**src/rtl/alu_pkg.sv**
```systemverilog
// Shared constants and types for the ALU command controller.
package alu_pkg;

    // ALU function codes; 0xF is the ALU default and yields a zero result.
    localparam logic [3:0] AluAdd   = 4'h0;
    localparam logic [3:0] AluSub   = 4'h1;
    localparam logic [3:0] AluMul   = 4'h2;
    localparam logic [3:0] AluDiv   = 4'h3;
    localparam logic [3:0] AluAnd   = 4'h4;
    localparam logic [3:0] AluOr    = 4'h5;
    localparam logic [3:0] AluNand  = 4'h6;
    localparam logic [3:0] AluNor   = 4'h7;
    localparam logic [3:0] AluXor   = 4'h8;
    localparam logic [3:0] AluXnor  = 4'h9;
    localparam logic [3:0] AluCmpEq = 4'hA;
    localparam logic [3:0] AluCmpGt = 4'hB;
    localparam logic [3:0] AluCmpLt = 4'hC;
    localparam logic [3:0] AluSll   = 4'hD;
    localparam logic [3:0] AluSlr   = 4'hE;

    // Frame header bytes.
    localparam logic [7:0] CmdOp  = 8'hCC;
    localparam logic [7:0] CmdNop = 8'hDD;

    typedef enum logic [2:0] {
        StIdle,
        StGetA,
        StGetB,
        StGetFun,
        StAluReq,
        StAluWait,
        StTx
    } ctrl_state_e;

endpackage

```
**src/rtl/alu_res_ser.sv**
```systemverilog
// Result serializer: loads a BUSR-wide result and emits it LSB byte first over valid/ready.
module alu_res_ser #(
    parameter int unsigned BUSR = 16
) (
    input  logic            i_clk,
    input  logic            i_arst_n,
    input  logic            i_load,
    input  logic [BUSR-1:0] i_data,
    input  logic            i_ready,
    output logic [7:0]      o_data,
    output logic            o_valid,
    output logic            o_done
);

    localparam int unsigned NBytes = BUSR / 8;
    localparam int unsigned CntW   = (NBytes > 1) ? $clog2(NBytes) : 1;
    localparam logic [CntW-1:0] LastByte = CntW'(NBytes - 1);

    logic [BUSR-1:0] shreg_q, shreg_d;
    logic [CntW-1:0] cnt_q, cnt_d;
    logic            valid_q, valid_d;
    logic            done;

    // Next-state: load, or shift one byte out on each accepted handshake.
    always_comb begin
        shreg_d = shreg_q;
        cnt_d   = cnt_q;
        valid_d = valid_q;
        done    = 1'b0;
        if (i_load) begin
            shreg_d = i_data;
            cnt_d   = '0;
            valid_d = 1'b1;
        end else if (valid_q && i_ready) begin
            if (cnt_q == LastByte) begin
                valid_d = 1'b0;
                done    = 1'b1;
            end else begin
                shreg_d = shreg_q >> 8;
                cnt_d   = cnt_q + CntW'(1);
            end
        end
    end

    // State registers.
    always_ff @(posedge i_clk or negedge i_arst_n) begin
        if (!i_arst_n) begin
            shreg_q <= '0;
            cnt_q   <= '0;
            valid_q <= 1'b0;
        end else begin
            shreg_q <= shreg_d;
            cnt_q   <= cnt_d;
            valid_q <= valid_d;
        end
    end

    assign o_data  = shreg_q[7:0];
    assign o_valid = valid_q;
    assign o_done  = done;

endmodule

```
**src/rtl/alu_cmd_ctrl.sv**
```systemverilog
// Command-side ALU controller: parses byte frames, issues one ALU op, returns the result bytes.
module alu_cmd_ctrl
    import alu_pkg::*;
#(
    parameter int unsigned FUN     = 4,
    parameter int unsigned BUSA    = 8,
    parameter int unsigned BUSB    = 8,
    parameter int unsigned BUSR    = BUSA + BUSB,
    parameter int unsigned TIMEOUT = 16
) (
    input  logic            i_clk,
    input  logic            i_arst_n,
    input  logic [7:0]      i_rx_data,
    input  logic            i_rx_valid,
    output logic            o_alu_enable,
    output logic [FUN-1:0]  o_alu_fun,
    output logic [BUSA-1:0] o_operan_a,
    output logic [BUSB-1:0] o_operan_b,
    input  logic [BUSR-1:0] i_alu_res,
    input  logic            i_alu_valid,
    output logic [7:0]      o_tx_data,
    output logic            o_tx_valid,
    input  logic            i_tx_ready,
    output logic            o_busy,
    output logic            o_err
);

    localparam int unsigned BytesA = BUSA / 8;
    localparam int unsigned BytesB = BUSB / 8;
    localparam int unsigned MaxIn  = (BytesA > BytesB) ? BytesA : BytesB;
    localparam int unsigned CntW   = (MaxIn > 1) ? $clog2(MaxIn) : 1;
    localparam int unsigned TmoW   = $clog2(TIMEOUT);

    localparam logic [CntW-1:0] LastA   = CntW'(BytesA - 1);
    localparam logic [CntW-1:0] LastB   = CntW'(BytesB - 1);
    localparam logic [TmoW-1:0] LastTmo = TmoW'(TIMEOUT - 1);

    ctrl_state_e     state_q, state_d;
    logic [BUSA-1:0] a_q, a_d;
    logic [BUSB-1:0] b_q, b_d;
    logic [FUN-1:0]  fun_q, fun_d;
    logic [CntW-1:0] cnt_q, cnt_d;
    logic [TmoW-1:0] tmo_q, tmo_d;
    logic            err_q, err_d;
    logic            ser_load;
    logic            ser_done;

    // Next-state, operand assembly, timeout and error detection.
    always_comb begin
        state_d  = state_q;
        a_d      = a_q;
        b_d      = b_q;
        fun_d    = fun_q;
        cnt_d    = cnt_q;
        tmo_d    = tmo_q;
        err_d    = 1'b0;
        ser_load = 1'b0;
        unique case (state_q)
            StIdle: begin
                if (i_rx_valid) begin
                    if (i_rx_data == CmdOp) begin
                        state_d = StGetA;
                        cnt_d   = '0;
                    end else if (i_rx_data == CmdNop) begin
                        state_d = StGetFun;
                    end else begin
                        err_d = 1'b1;
                    end
                end
            end
            StGetA: begin
                if (i_rx_valid) begin
                    // Bytes arrive LSB first: shift down, insert at the top.
                    a_d               = a_q >> 8;
                    a_d[BUSA-1 -: 8]  = i_rx_data;
                    if (cnt_q == LastA) begin
                        cnt_d   = '0;
                        state_d = StGetB;
                    end else begin
                        cnt_d = cnt_q + CntW'(1);
                    end
                end
            end
            StGetB: begin
                if (i_rx_valid) begin
                    b_d               = b_q >> 8;
                    b_d[BUSB-1 -: 8]  = i_rx_data;
                    if (cnt_q == LastB) begin
                        cnt_d   = '0;
                        state_d = StGetFun;
                    end else begin
                        cnt_d = cnt_q + CntW'(1);
                    end
                end
            end
            StGetFun: begin
                if (i_rx_valid) begin
                    if ((i_rx_data >> FUN) != 8'd0) begin
                        err_d   = 1'b1;
                        state_d = StIdle;
                    end else begin
                        fun_d   = i_rx_data[FUN-1:0];
                        state_d = StAluReq;
                    end
                end
            end
            StAluReq: begin
                tmo_d   = '0;
                state_d = StAluWait;
            end
            StAluWait: begin
                if (i_alu_valid) begin
                    ser_load = 1'b1;
                    state_d  = StTx;
                end else if (tmo_q == LastTmo) begin
                    err_d   = 1'b1;
                    state_d = StIdle;
                end else begin
                    tmo_d = tmo_q + TmoW'(1);
                end
            end
            StTx: begin
                if (ser_done) begin
                    state_d = StIdle;
                end
            end
            default: state_d = StIdle;
        endcase
        // Bytes arriving while an operation is in flight are dropped and flagged.
        if (i_rx_valid && (state_q inside {StAluReq, StAluWait, StTx})) begin
            err_d = 1'b1;
        end
    end

    // State registers.
    always_ff @(posedge i_clk or negedge i_arst_n) begin
        if (!i_arst_n) begin
            state_q <= StIdle;
            a_q     <= '0;
            b_q     <= '0;
            fun_q   <= '0;
            cnt_q   <= '0;
            tmo_q   <= '0;
            err_q   <= 1'b0;
        end else begin
            state_q <= state_d;
            a_q     <= a_d;
            b_q     <= b_d;
            fun_q   <= fun_d;
            cnt_q   <= cnt_d;
            tmo_q   <= tmo_d;
            err_q   <= err_d;
        end
    end

    alu_res_ser #(
        .BUSR (BUSR)
    ) u_res_ser (
        .i_clk    (i_clk),
        .i_arst_n (i_arst_n),
        .i_load   (ser_load),
        .i_data   (i_alu_res),
        .i_ready  (i_tx_ready),
        .o_data   (o_tx_data),
        .o_valid  (o_tx_valid),
        .o_done   (ser_done)
    );

    assign o_alu_enable = (state_q == StAluReq);
    assign o_alu_fun    = fun_q;
    assign o_operan_a   = a_q;
    assign o_operan_b   = b_q;
    assign o_busy       = (state_q != StIdle);
    assign o_err        = err_q;

endmodule

```
**config.mk**
```make
export PLATFORM = sky130hd
export DESIGN_NAME = alu_cmd_ctrl
export DESIGN_NICKNAME = d
export VERILOG_FILES = /design/src/rtl/alu_pkg.sv /design/src/rtl/alu_res_ser.sv /design/src/rtl/alu_cmd_ctrl.sv
export SDC_FILE = /design/constraint.sdc
export NUM_CORES = 1
export LEC_CHECK = 0
export CAP_MARGIN = 30
export CORE_ASPECT_RATIO = 1.25
export CORE_UTILIZATION = 61
export CTS_CLUSTER_SIZE = 8
export DETAILED_ROUTE_END_ITERATION = 12
export DONT_BUFFER_PORTS = 1
export PLACE_DENSITY = 0.75
export SETUP_SLACK_MARGIN = 0.15
export SLEW_MARGIN = 40
export SYNTH_ARGS = -nofsm -noshare
export SYNTH_HDL_FRONTEND = slang
export SYNTH_SLANG_ARGS = --single-unit
```
**constraint.sdc**
```tcl
create_clock -name i_clk -period 4.1 [get_ports i_clk]
set_input_delay 1.025 -clock i_clk [delete_from_list [all_inputs] [get_ports i_clk]]
set_output_delay 1.025 -clock i_clk [all_outputs]
set_load 0.03 [all_outputs]
```
======== Yosys cells after proc, flatten, opt, wreduce, memory -nomap -nowiden ========
Index checks and enable logic that the tools add are counted.
word-level totals
  input bits .............................. 29
  output and inout bits ................... 32
  register bits after elaboration ......... 47
  word-level logic and storage cells ...... 100
cells by class
  muxes and demuxes ....................... 44
  add/sub/neg operators ................... 3
  bitwise gates (word level) .............. 1
  equality and inequality tests ........... 23
  reductions and logical operators ........ 19
operator list
  cell                                                  number
  two-way mux 16 bit                                    3
  two-way mux 3 bit                                     12
  two-way mux 1 bit                                     23
  inequality test 2 bit (second input constant)         11
  one-hot mux 3 bit (7 select lines)                    1
  equality test 8 bit (second input constant)           2
  equality test 3 bit (second input constant)           3
  AND reduction 9 bit                                   1
  two-way mux 4 bit                                     2
  one-hot mux 4 bit (2 select lines)                    1
  AND reduction 2 bit                                   4
  nonzero test 2 bit                                    4
  nonzero test 8 bit                                    1
  equality test 3 x 2 -> 1 bit (second input constant)  2
  inequality test 3 bit (second input constant)         2
  AND reduction 3 bit                                   2
  nonzero test 3 bit                                    2
  adder 4 x 1 -> 4 bit (second input constant)          1
  equality test 4 bit (second input constant)           1
  AND reduction 4 bit                                   1
  equality test 3 x 1 -> 1 bit (second input constant)  1
  logical NOT 3 bit                                     1
  one-hot mux 1 bit (3 select lines)                    1
  adder 1 bit (second input constant)                   2
  other kinds (5)                                       6

======== Longest topological paths before layout ========
Gate-level depths: netlist (run 1).
  word-level depth ........................ 6
  depth in mapped cells ................... 5
  gate-level depth less buffers ........... 5

======== Modules after synthesis ========
From an unflattened synthesis (run 1), not the netlist that was laid out.
unflattened totals
  cell total of the unflattened synthesis .. 205
  area total of the unflattened synthesis .. 2,248.4 um2
by module, submodules not included
  module        instances  area an instance (um2)  cells each  seq. area each (um2)
  alu_cmd_ctrl  1          1,326.3                 110         700.7
  alu_res_ser   1          922.1                   95          450.4

======== Worst setup path before layout (run 1) ========
No wires, ideal clock.
  path kind ............................... register -> output
  from .................................... register state_q[0]
  to ...................................... output port o_alu_enable
  setup slack ............................. 1,638 ps
  data required time ...................... 3,075 ps
  data arrival time ....................... 1,437 ps
  buffers on the path ..................... 1
  stages on the path, launching flop included .. 3
  path through ............................ dfrtp_1 -> buf_2 -> nor3_1
between the ends
  word-level cells in the longest chain between the ends .. 1
ends and longest elaborated chain
  element                 line                 source
  from (decl)             alu_cmd_ctrl.sv:38   ctrl_state_e state_q, state_d;
  from (signal assigned)  alu_cmd_ctrl.sv:138  state_q <= StIdle;
  from (signal assigned)  alu_cmd_ctrl.sv:146  state_q <= state_d;
  equality test 3 bit     alu_cmd_ctrl.sv:169  assign o_alu_enable = (state_q == StAluReq);
  to (decl)               alu_cmd_ctrl.sv:15   output logic o_alu_enable,
No other way between the ends.

======== Final worst setup path (run 1) ========
  from .................................... register state_q[0]
  to ...................................... output port o_busy
between the ends
  word-level cells in the longest chain between the ends .. 1
ends and longest elaborated chain
  element             line                 source
  nonzero test 3 bit  alu_cmd_ctrl.sv:173  assign o_busy = (state_q != StIdle);
  to (decl)           alu_cmd_ctrl.sv:24   output logic o_busy,
No other way between the ends.

==> flow_summary.toml, run 1 <==
[die]
dieArea_mm2 = 0.00369
core_area_mm2 = 0.00325
rows = 23
ios = 61
start_util = 0.648
die_h_um = 67.7
die_w_um = 54.6

[worst_setup_path]
crit_family = "simple AND/OR/NAND/NOR gates"
worstSetupPathType = "reg -> out"
critical-path-slowest-cell = "or3_1"
reg2reg_depth = 4
path_cells = "or3_1"
arrival_ns = 1.47
startpoint_type = "flip-flop"
r2r-start = "state_q[0]"
reg2reg_slack_ns = 1.98
cp.required_ns = 3.07
crit_buf_inv = 0
critPathMaxFanout = 16
cpPeakStageDelay_ns = 0.60
cp-end-kind = "output pin"
reg2reg_to = "state_q[1]"

[timing]
max_freq_mhz = 401
hold_viol_final = 0
period_share = 0.608
finalCriticalPeriod_ns = 2.49
fin_setup_tns_ns = 0
maxSlewViolCount = 0
grt_setup_unrepaired = "false"
setup_viol = 0
relSlewSlack = 0.615
worst_pin_slew_ns = 0.578
skew_ns = 0.00367

[power]
p_sw_mw = 0.710
p_sw_frac = 0.430
pwr-share-clk = 0.156
internal-power_mw = 0.939
seqPwrFrac = 0.653
pwr_density_cell_mw_per_mm2 = 761
vdd_drop_max_mv = 0.465
pwr-share-comb = 0.190
cellLeakagePower_nw = 0.926
finalPower_mw = 1.65

[global_routing]
grt_antenna_before_repair = 0
grt_usage = 0.232
grt_max_degree = 47
grt_pass1_vias = 1318
grt_pass1_wl_um = 5930
overflow = 0

[clocking]
worstSkewPairLatency_ns = 0.29
cts_buffer_depth = 2
cts-resized-gates = 0
cts_tree = "done"
clkSinkCount = 46
htree_levels = 2
cts_buffers = 5
clk_pin_slew_ns = 0.08
postCtsHoldBufs = 0
post-cts-setup-buffers = 0
cts_root_buffer = "clkbuf_8"

[yosys]
seq_area_frac_synth = 0.546
syn_avg_cell_area_um2 = 12.4
synth_edf_count = 0
ys_types = 42
ys_warn_count = 0
yosysTopAreaCellShare = 0.546
synth_fp_nets = 200
netlist_instances = 170
ys_seq_elements = 46
synthArstFlopShare = 1.00
synth.top_cells.by_area = "dfrtp_1 (55%), mux2_2 (8.6%), mux2i_1 (4.3%), a22o_1 (3.7%), buf_4 (3.2%)"
synthesis.area_mm2 = 0.00211
synth_top_area_cell = "dfrtp_1"
synthFlopType = "dfrtp_1"

[routing]
drc = 0
avgRoutedWirePerCell_um = 18.6
wirelength_um = 3790
vias = 1295
drt_first_pass_iters = 4
ant_nets = 0
viasPerCell = 6.35
first_iter_violations = 20

[min_path]
min_path_type = "in -> async"

[job]
drv_cap = 0

[place]
numPortBuffers = 0
gp_congestion = 0.813
postPlaceCellArea_mm2 = 0.00209
hpwl_um = 2820

[outcome]
status = "completed"

[finish]
final_util = 0.667
final_nets = 197
diodes = 0
finalInstanceArea_mm2 = 0.00217
syn_to_final_growth_pct = 2.91
drive_above_1_share = 0.222
## cell usage after synthesis, types with 2 or more instances
cell type  number
buf_4           9
a22o_1          9
nor2_1          7
nor3b_4         2
mux2i_1         9
xnor2_1         3
dfrtp_1        46
nor4_1          2
o21ai_0        10
nor3_1          2
inv_1           2
mux2_2         16
clkbuf_1        2
nand3_1         3
nor2_2          2
mux2_1          4
a21oi_1         3
nand2_1        15
## state kept, by name, indices dropped and copies added (netlist names), 3 cells and up
| name | count |
|---|---|
| tmo_q | 4 |
| state_q | 3 |
| o_operan_b | 8 |
| o_alu_fun | 4 |
| o_operan_a | 8 |
| u_res_ser.shreg_q | 16 |
## through the flow
step,hold slack [ns],instances,worst slack (ns)
2_1_floorplan,0.466,170,1.64
3_5_place_dp,0.493,197,1.78
3_3_place_gp,0.483,197,1.82
5_1_grt,0.397,204,1.54
4_1_cts,0.409,204,1.61
6_report,0.418,204,1.61
## layout make-up
cell class                      count  area, um^2
Timing Repair Buffer                2        15.0
Multi-Input combinational cell    109         865
Clock buffer                        6        72.6
Tap cell                           37        46.3
Fill cell                         270        1080
Sequential cell                    46        1150
Clock inverter                      1        7.51
Inverter                            3        11.3
## worst max path at each step
| stage | from | to | slack [ns] | depth (start not counted) |
|---|---|---|---|---|
| final | state_q[0] | o_busy | 1.61 | 1 |
| after global routing | state_q[0] | o_busy | 1.54 | 1 |
| after CTS | state_q[1] | o_busy | 1.61 | 1 |
| after detailed placement | i_rx_data[5] | o_alu_fun[3] | 1.78 | 4 |
| after global placement | i_rx_data[5] | o_alu_fun[1] | 1.82 | 4 |
| after floorplan | state_q[0] | o_alu_enable | 1.64 | 2 |
## power by group through the flow
stage | combinational (mW) | clock, mW | sequential [mW]
global placement | 0.299 | 0 | 1.08
finish | 0.313 | 0.258 | 1.08
global route | 0.348 | 0.280 | 1.11
floorplan | 0.421 | 0 | 0.948
CTS | 0.317 | 0.265 | 1.08
detailed placement | 0.316 | 0 | 1.09
## layer usage
metal	vias to the layer above	routed length, um	track usage
li1	603	-	-
met1	643	1470	0.260
met2	42	1970	0.373
met3	7	284	0.0856
met4	0	65	0.125
met5	-	0	0
## layout by cell type, fill, tap and decap left out, types with 2 or more instances in the layout
cell type,count
o21ai_0,10
nand3_1,3
nor2_2,2
mux2_2,16
mux2_1,4
a21oi_1,3
mux2i_1,9
nor2_1,7
a22o_1,9
inv_1,2
dfrtp_1,46
buf_4,2
nor3_1,2
nor3b_4,2
nand2_1,15
xnor2_1,3
nor4_1,2
clkbuf_8,5
## logic make-up (layout without fill, tap and decap cells)
group / count (synthesis) / after routing / share of synthesized area
fa+ha+maj: 1 / 1 / 0.00594
simple gates: 45 / 45 / 0.137
mux: 30 / 30 / 0.157
compound gates: 30 / 30 / 0.0980
flops: 46 / 46 / 0.546
buf+inv: 15 / 12 / 0.0433
xor+xnor: 3 / 3 / 0.0125
(Power assumes the default switching activity.)
==> run 2: changes to the inputs <==
- clock period: 4.1 -> 2.4 ns (I/O delays scaled with it)
==> run 2 against run 1 <==
Against the previous run:
- via count rose by 2.5%
- total power is 74% higher
- clock skew increased by 0.0059 ns
- global-route usage increased by 0.59 points
- critical endpoint unchanged
- clock-buffer cell count did not move
- first-iteration DRC count is 60% higher
- critical path depth up 1
- core utilization is 1.3 points higher
- register-to-register slack worse by 1.5 ns
- flip-flop and latch count unchanged
- critical path type unchanged
==> flow_summary.toml, run 2 (synthesis results as in run 1) <==
[timing]
finalCriticalPeriod_ns = 2.11
grt_setup_unrepaired = "false"
fin_setup_tns_ns = 0
hold_viol_final = 0
period_share = 0.879
relSlewSlack = 0.610
worst_pin_slew_ns = 0.585
max_freq_mhz = 474
maxSlewViolCount = 0
setup_viol = 0
skew_ns = 0.00959

[routing]
ant_nets = 0
viasPerCell = 6.38
drt_first_pass_iters = 4
wirelength_um = 3940
avgRoutedWirePerCell_um = 19.0
first_iter_violations = 32
vias = 1328
drc = 0

[power]
pwr-share-comb = 0.199
vdd_drop_max_mv = 0.869
p_sw_frac = 0.435
internal-power_mw = 1.62
pwr-share-clk = 0.159
seqPwrFrac = 0.642
pwr_density_cell_mw_per_mm2 = 1300
p_sw_mw = 1.25
cellLeakagePower_nw = 0.953

[worst_setup_path]
startpoint_type = "flip-flop"
worstSetupPathType = "reg -> out"
critPathMaxFanout = 16
r2r-start = "state_q[1]"
reg2reg_to = "state_q[1]"
reg2reg_depth = 4
reg2reg_slack_ns = 0.44
cp-end-kind = "output pin"
arrival_ns = 1.51
cp.required_ns = 1.80

[clocking]
clkSinkCount = 46
cts_tree = "done"
cts_buffers = 5
clk_pin_slew_ns = 0.09
cts_root_buffer = "clkbuf_8"
cts_buffer_depth = 2
htree_levels = 2
post-cts-setup-buffers = 0
worstSkewPairLatency_ns = 0.30

[die]
dieArea_mm2 = 0.00369
core_area_mm2 = 0.00325
ios = 61
die_h_um = 67.7
die_w_um = 54.6
rows = 23
start_util = 0.648

[finish]
syn_to_final_growth_pct = 4.87
top_register = "u_res_ser.shreg_q"
fillers = 260
largest_register_ffs = 16
final_cell_mix = "dfrtp_1 (46), mux2_2 (16), nand2_1 (15)"
final_nets = 200
diodes = 0
regArea_mm2 = 0.00115
layoutNonFillerInstCount = 208
multi_input_area_um2 = 865
final_common_cell = "dfrtp_1"
drive_above_1_share = 0.240
final_util = 0.679

[global_routing]
grt_pass1_vias = 1330
overflow = 0
grt_pass1_wl_um = 6090
grt_max_degree = 47
grt_antenna_before_repair = 0
grt_usage = 0.238

[place]
gp_congestion = 0.815
dpl.cell_count = 199
hpwl_um = 2840
numPortBuffers = 0

[job]
drv_cap = 0

[min_path]
min_path_type = "in -> async"

[outcome]
status = "completed"
-- run 2: worst max-delay path by stage --
| stage | from | end | cells past startpoint |
|---|---|---|---|
| after global routing | state_q[1] | o_busy | 2 |
| after detailed placement | state_q[1] | state_q[1] | 4 |
| final | state_q[1] | o_busy | 2 |
| after global placement | i_rx_data[5] | o_alu_fun[1] | 4 |
| after floorplan | state_q[0] | o_alu_enable | 2 |
| after CTS | state_q[0] | o_busy | 2 |
-- run 2: layout make-up --
cell class	instances	share of cell area
clock inverter	2	0.00623
timing repair buffer	5	0.0227
tap	37	0.0210
inverter	3	0.00510
sequential	46	0.521
multi-input combinational	109	0.391
clock buffer	6	0.0328
-- run 2: timing repair --
action / 4_1_cts / 5_1_grt
endpoints found under the hold margin: 46 / 0
hold buffers: 1 / 0
resized for setup: 0 / 0
-- run 2: power by group through the flow --
stage	logic [mW]	clock network (mW)	registers, mW
CTS	0.578	0.461	1.85
detailed placement	0.554	0	1.86
floorplan	0.719	0	1.62
finish	0.571	0.458	1.85
global route	0.637	0.493	1.90
global placement	0.523	0	1.84
-- run 2: critical path, cell delays in order, from the launching register on --
cell and delay (ns):
dfrtp_1 0.59, or3_1 0.44, buf_4 0.19
-- run 2: stage by stage --
step	worst slack [ns]	hold slack, ns	cell area, um^2	total power [mW]
after floorplan	0.363	0.304	2110	2.34
after global placement	0.550	0.305	2100	2.36
after detailed placement	0.477	0.305	2100	2.41
after CTS	0.299	0.150	2210	2.89
after global routing	0.210	0.146	2210	3.03
final	0.291	0.139	2210	2.87
-- run 2: routing by layer --
metal / global-route usage / vias up / part of all wire
met1: 0.262 / 656 / 0.38
li1: - / 609 / -
met2: 0.402 / 54 / 0.52
met5: 0 / - / 0
met3: 0.0968 / 9 / 0.076
met4: 0.0833 / 0 / 0.016
==> run 3: changes to the inputs <==
- ABC_AREA: default -> 1
- GPL_ROUTABILITY_DRIVEN: default -> 0
- clock period: 2.4 -> 2.3 ns (I/O delays scaled with it)
==> run 3 against run 2 <==
Against the previous run:
- non-clock buffer count fell by 3
- flip-flop and latch count did not move
- total power rose by 11%
- synthesized area rose by 3.8%
- clock power rose by 31%
- critical path depth did not move
- cell count rose by 42%
- setup slack got worse by 0.011 ns
- synthesized cell count rose by 56%
- clock-buffer cell count did not move
- critical path type unchanged
- highest routed layer unchanged
==> flow_summary.toml, run 3 <==
[power]
pwr-share-clk = 0.187
cellLeakagePower_nw = 1.12
internal-power_mw = 1.75
pwr_density_cell_mw_per_mm2 = 1410
p_sw_mw = 1.45
seqPwrFrac = 0.607
vdd_drop_max_mv = 1.11
pwr-share-comb = 0.206
p_sw_frac = 0.452

[timing]
hold_slack_ns = 0.102
skew_ns = 0.00798
maxSlewViolCount = 0
finalCriticalPeriod_ns = 2.02
hold_viol_final = 0
max_freq_mhz = 495
relSlewSlack = 0.615
worst_pin_slew_ns = 0.575
grt_setup_unrepaired = "false"
fin_setup_tns_ns = 0
setup_viol = 0
period_share = 0.878

[die]
core_area_mm2 = 0.00331
start_util = 0.661
dieArea_mm2 = 0.00383
ios = 61
die_w_um = 55.6
die_h_um = 68.9
rows = 23

[finish]
final_cell_mix = "nand2_1 (79), dfrtp_1 (46), nand3_1 (42)"
final_common_cell = "nand2_1"
final_nets = 288
diodes = 0
layoutNonFillerInstCount = 296
syn_to_final_growth_pct = 3.95
top_register = "u_res_ser.shreg_q"
final_util = 0.687
largest_register_ffs = 16
finalInstanceArea_mm2 = 0.00227
drive_above_1_share = 0.0695

[global_routing]
overflow = 0
grt_pass1_vias = 1489
grt_pass1_wl_um = 6520
grt_usage = 0.228
grt_max_degree = 47
grt_antenna_before_repair = 0

[job]
drv_cap = 0

[routing]
vias = 1625
ant_nets = 0
viasPerCell = 5.49
dr_wl_met3_um = 266
drc = 0
first_iter_violations = 80
avgRoutedWirePerCell_um = 14.0
wl_met2_um = 2020
highest_layer = "met4"
wirelength_um = 4130
wl_met1_um = 1760
drt_first_pass_iters = 7

[yosys]
ys_warn_count = 0
syn_avg_cell_area_um2 = 8.25
yosysMostFrequentCell = "nand2_1"
netlist_instances = 265
synthFlopType = "dfrtp_1"
synth_common_cells = "nand2_1 (79), dfrtp_1 (46), nand3_1 (42), o21ai_0 (27), inv_1 (21)"
synth_fp_nets = 295
yosysTopAreaCellShare = 0.526
seq_area_frac_synth = 0.526
ys_types = 20
synth.top_cells.by_area = "dfrtp_1 (53%), nand2_1 (14%), nand3_1 (9.6%), o21ai_0 (6.2%), buf_4 (3.8%)"
ys_seq_elements = 46
synthArstFlopShare = 1.00
synth_edf_count = 0
synthesis.area_mm2 = 0.00219
synth_top_area_cell = "dfrtp_1"

[place]
numPortBuffers = 0
postPlaceCellArea_mm2 = 0.00214
hpwl_um = 2890
dpl.cell_count = 287

[clocking]
cts_root_buffer = "clkbuf_8"
worstSkewPairLatency_ns = 0.31
cts_buffers = 5
htree_levels = 2
clk_pin_slew_ns = 0.09
cts_buffer_depth = 2
cts_tree = "done"
clkSinkCount = 46

[worst_setup_path]
cp-end-kind = "output pin"
critPathMaxFanout = 9
startpoint_type = "flip-flop"
worstSetupPathType = "reg -> out"
arrival_ns = 1.44
cp.required_ns = 1.73

[outcome]
status = "completed"

[min_path]
min_path_type = "in -> async"
run 3: layout make-up:
type	count	area (um^2)
tap	37	46.3
sequential	46	1150
multi-input combinational	180	845
inverter	23	86.3
fill	282	1040
clock buffer	6	72.6
timing repair buffer	2	35.0
clock inverter	2	37.5
run 3: routing by layer:
metal,GRT usage,up-vias
li1,-,829
met1,0.260,740
met2,0.383,50
met3,0.0858,6
met4,0.109,0
met5,0,-
run 3: through the flow:
stage	worst slack (ns)	power, mW
floorplan	0.608	2.56
global placement	0.628	2.56
detailed placement	0.593	2.61
CTS	0.282	3.23
global route	0.242	3.40
finish	0.280	3.20
run 3: timing repair:
action                     in CTS  in global routing
gates resized for setup         0                  0
buffers inserted                0                  0
setup endpoints to repair       0                  0
hold buffers                    1                  0
hold endpoints to repair       46                  0
run 3: worst max-delay path, stage by stage (launching register included):
cell,delay (ns)
dfrtp_1,0.50
nor3_1,0.39
inv_1,0.25
run 3: cells by family (layout without fill, tap and decap cells):
group,Yosys count,in the layout,share of synthesized area
compound gates,27,27,0.0618
fa+ha+maj,1,1,0.00572
buf+inv,39,33,0.0875
simple gates,150,150,0.311
xor+xnor,2,2,0.00801
flops,46,46,0.526
run 3: worst paths after layout:
path,start,end,slack (ns),depth (start not counted)
max in group asynchronous,i_arst_n,o_operan_a[6],1.99,1
hold reg to reg,u_res_ser.shreg_q[8],u_res_ser.shreg_q[8],0.51,2
min in group i_clk,i_alu_res[8],u_res_ser.shreg_q[8],0.38,2
setup / recovery,state_q[0],o_busy,0.28,2
hold / removal,i_arst_n,u_res_ser.shreg_q[1],0.10,1
setup reg to reg,u_res_ser.o_valid,u_res_ser.shreg_q[6],0.59,5
run 3: power groups by stage:
stage                     logic (mW)  clock network, mW  registers, mW
after detailed placement       0.650                  0           1.96
after global placement         0.612                  0           1.95
after global routing           0.768              0.636           1.99
final                          0.660              0.599           1.94
after floorplan                0.868                  0           1.70
after CTS                      0.672              0.610           1.94
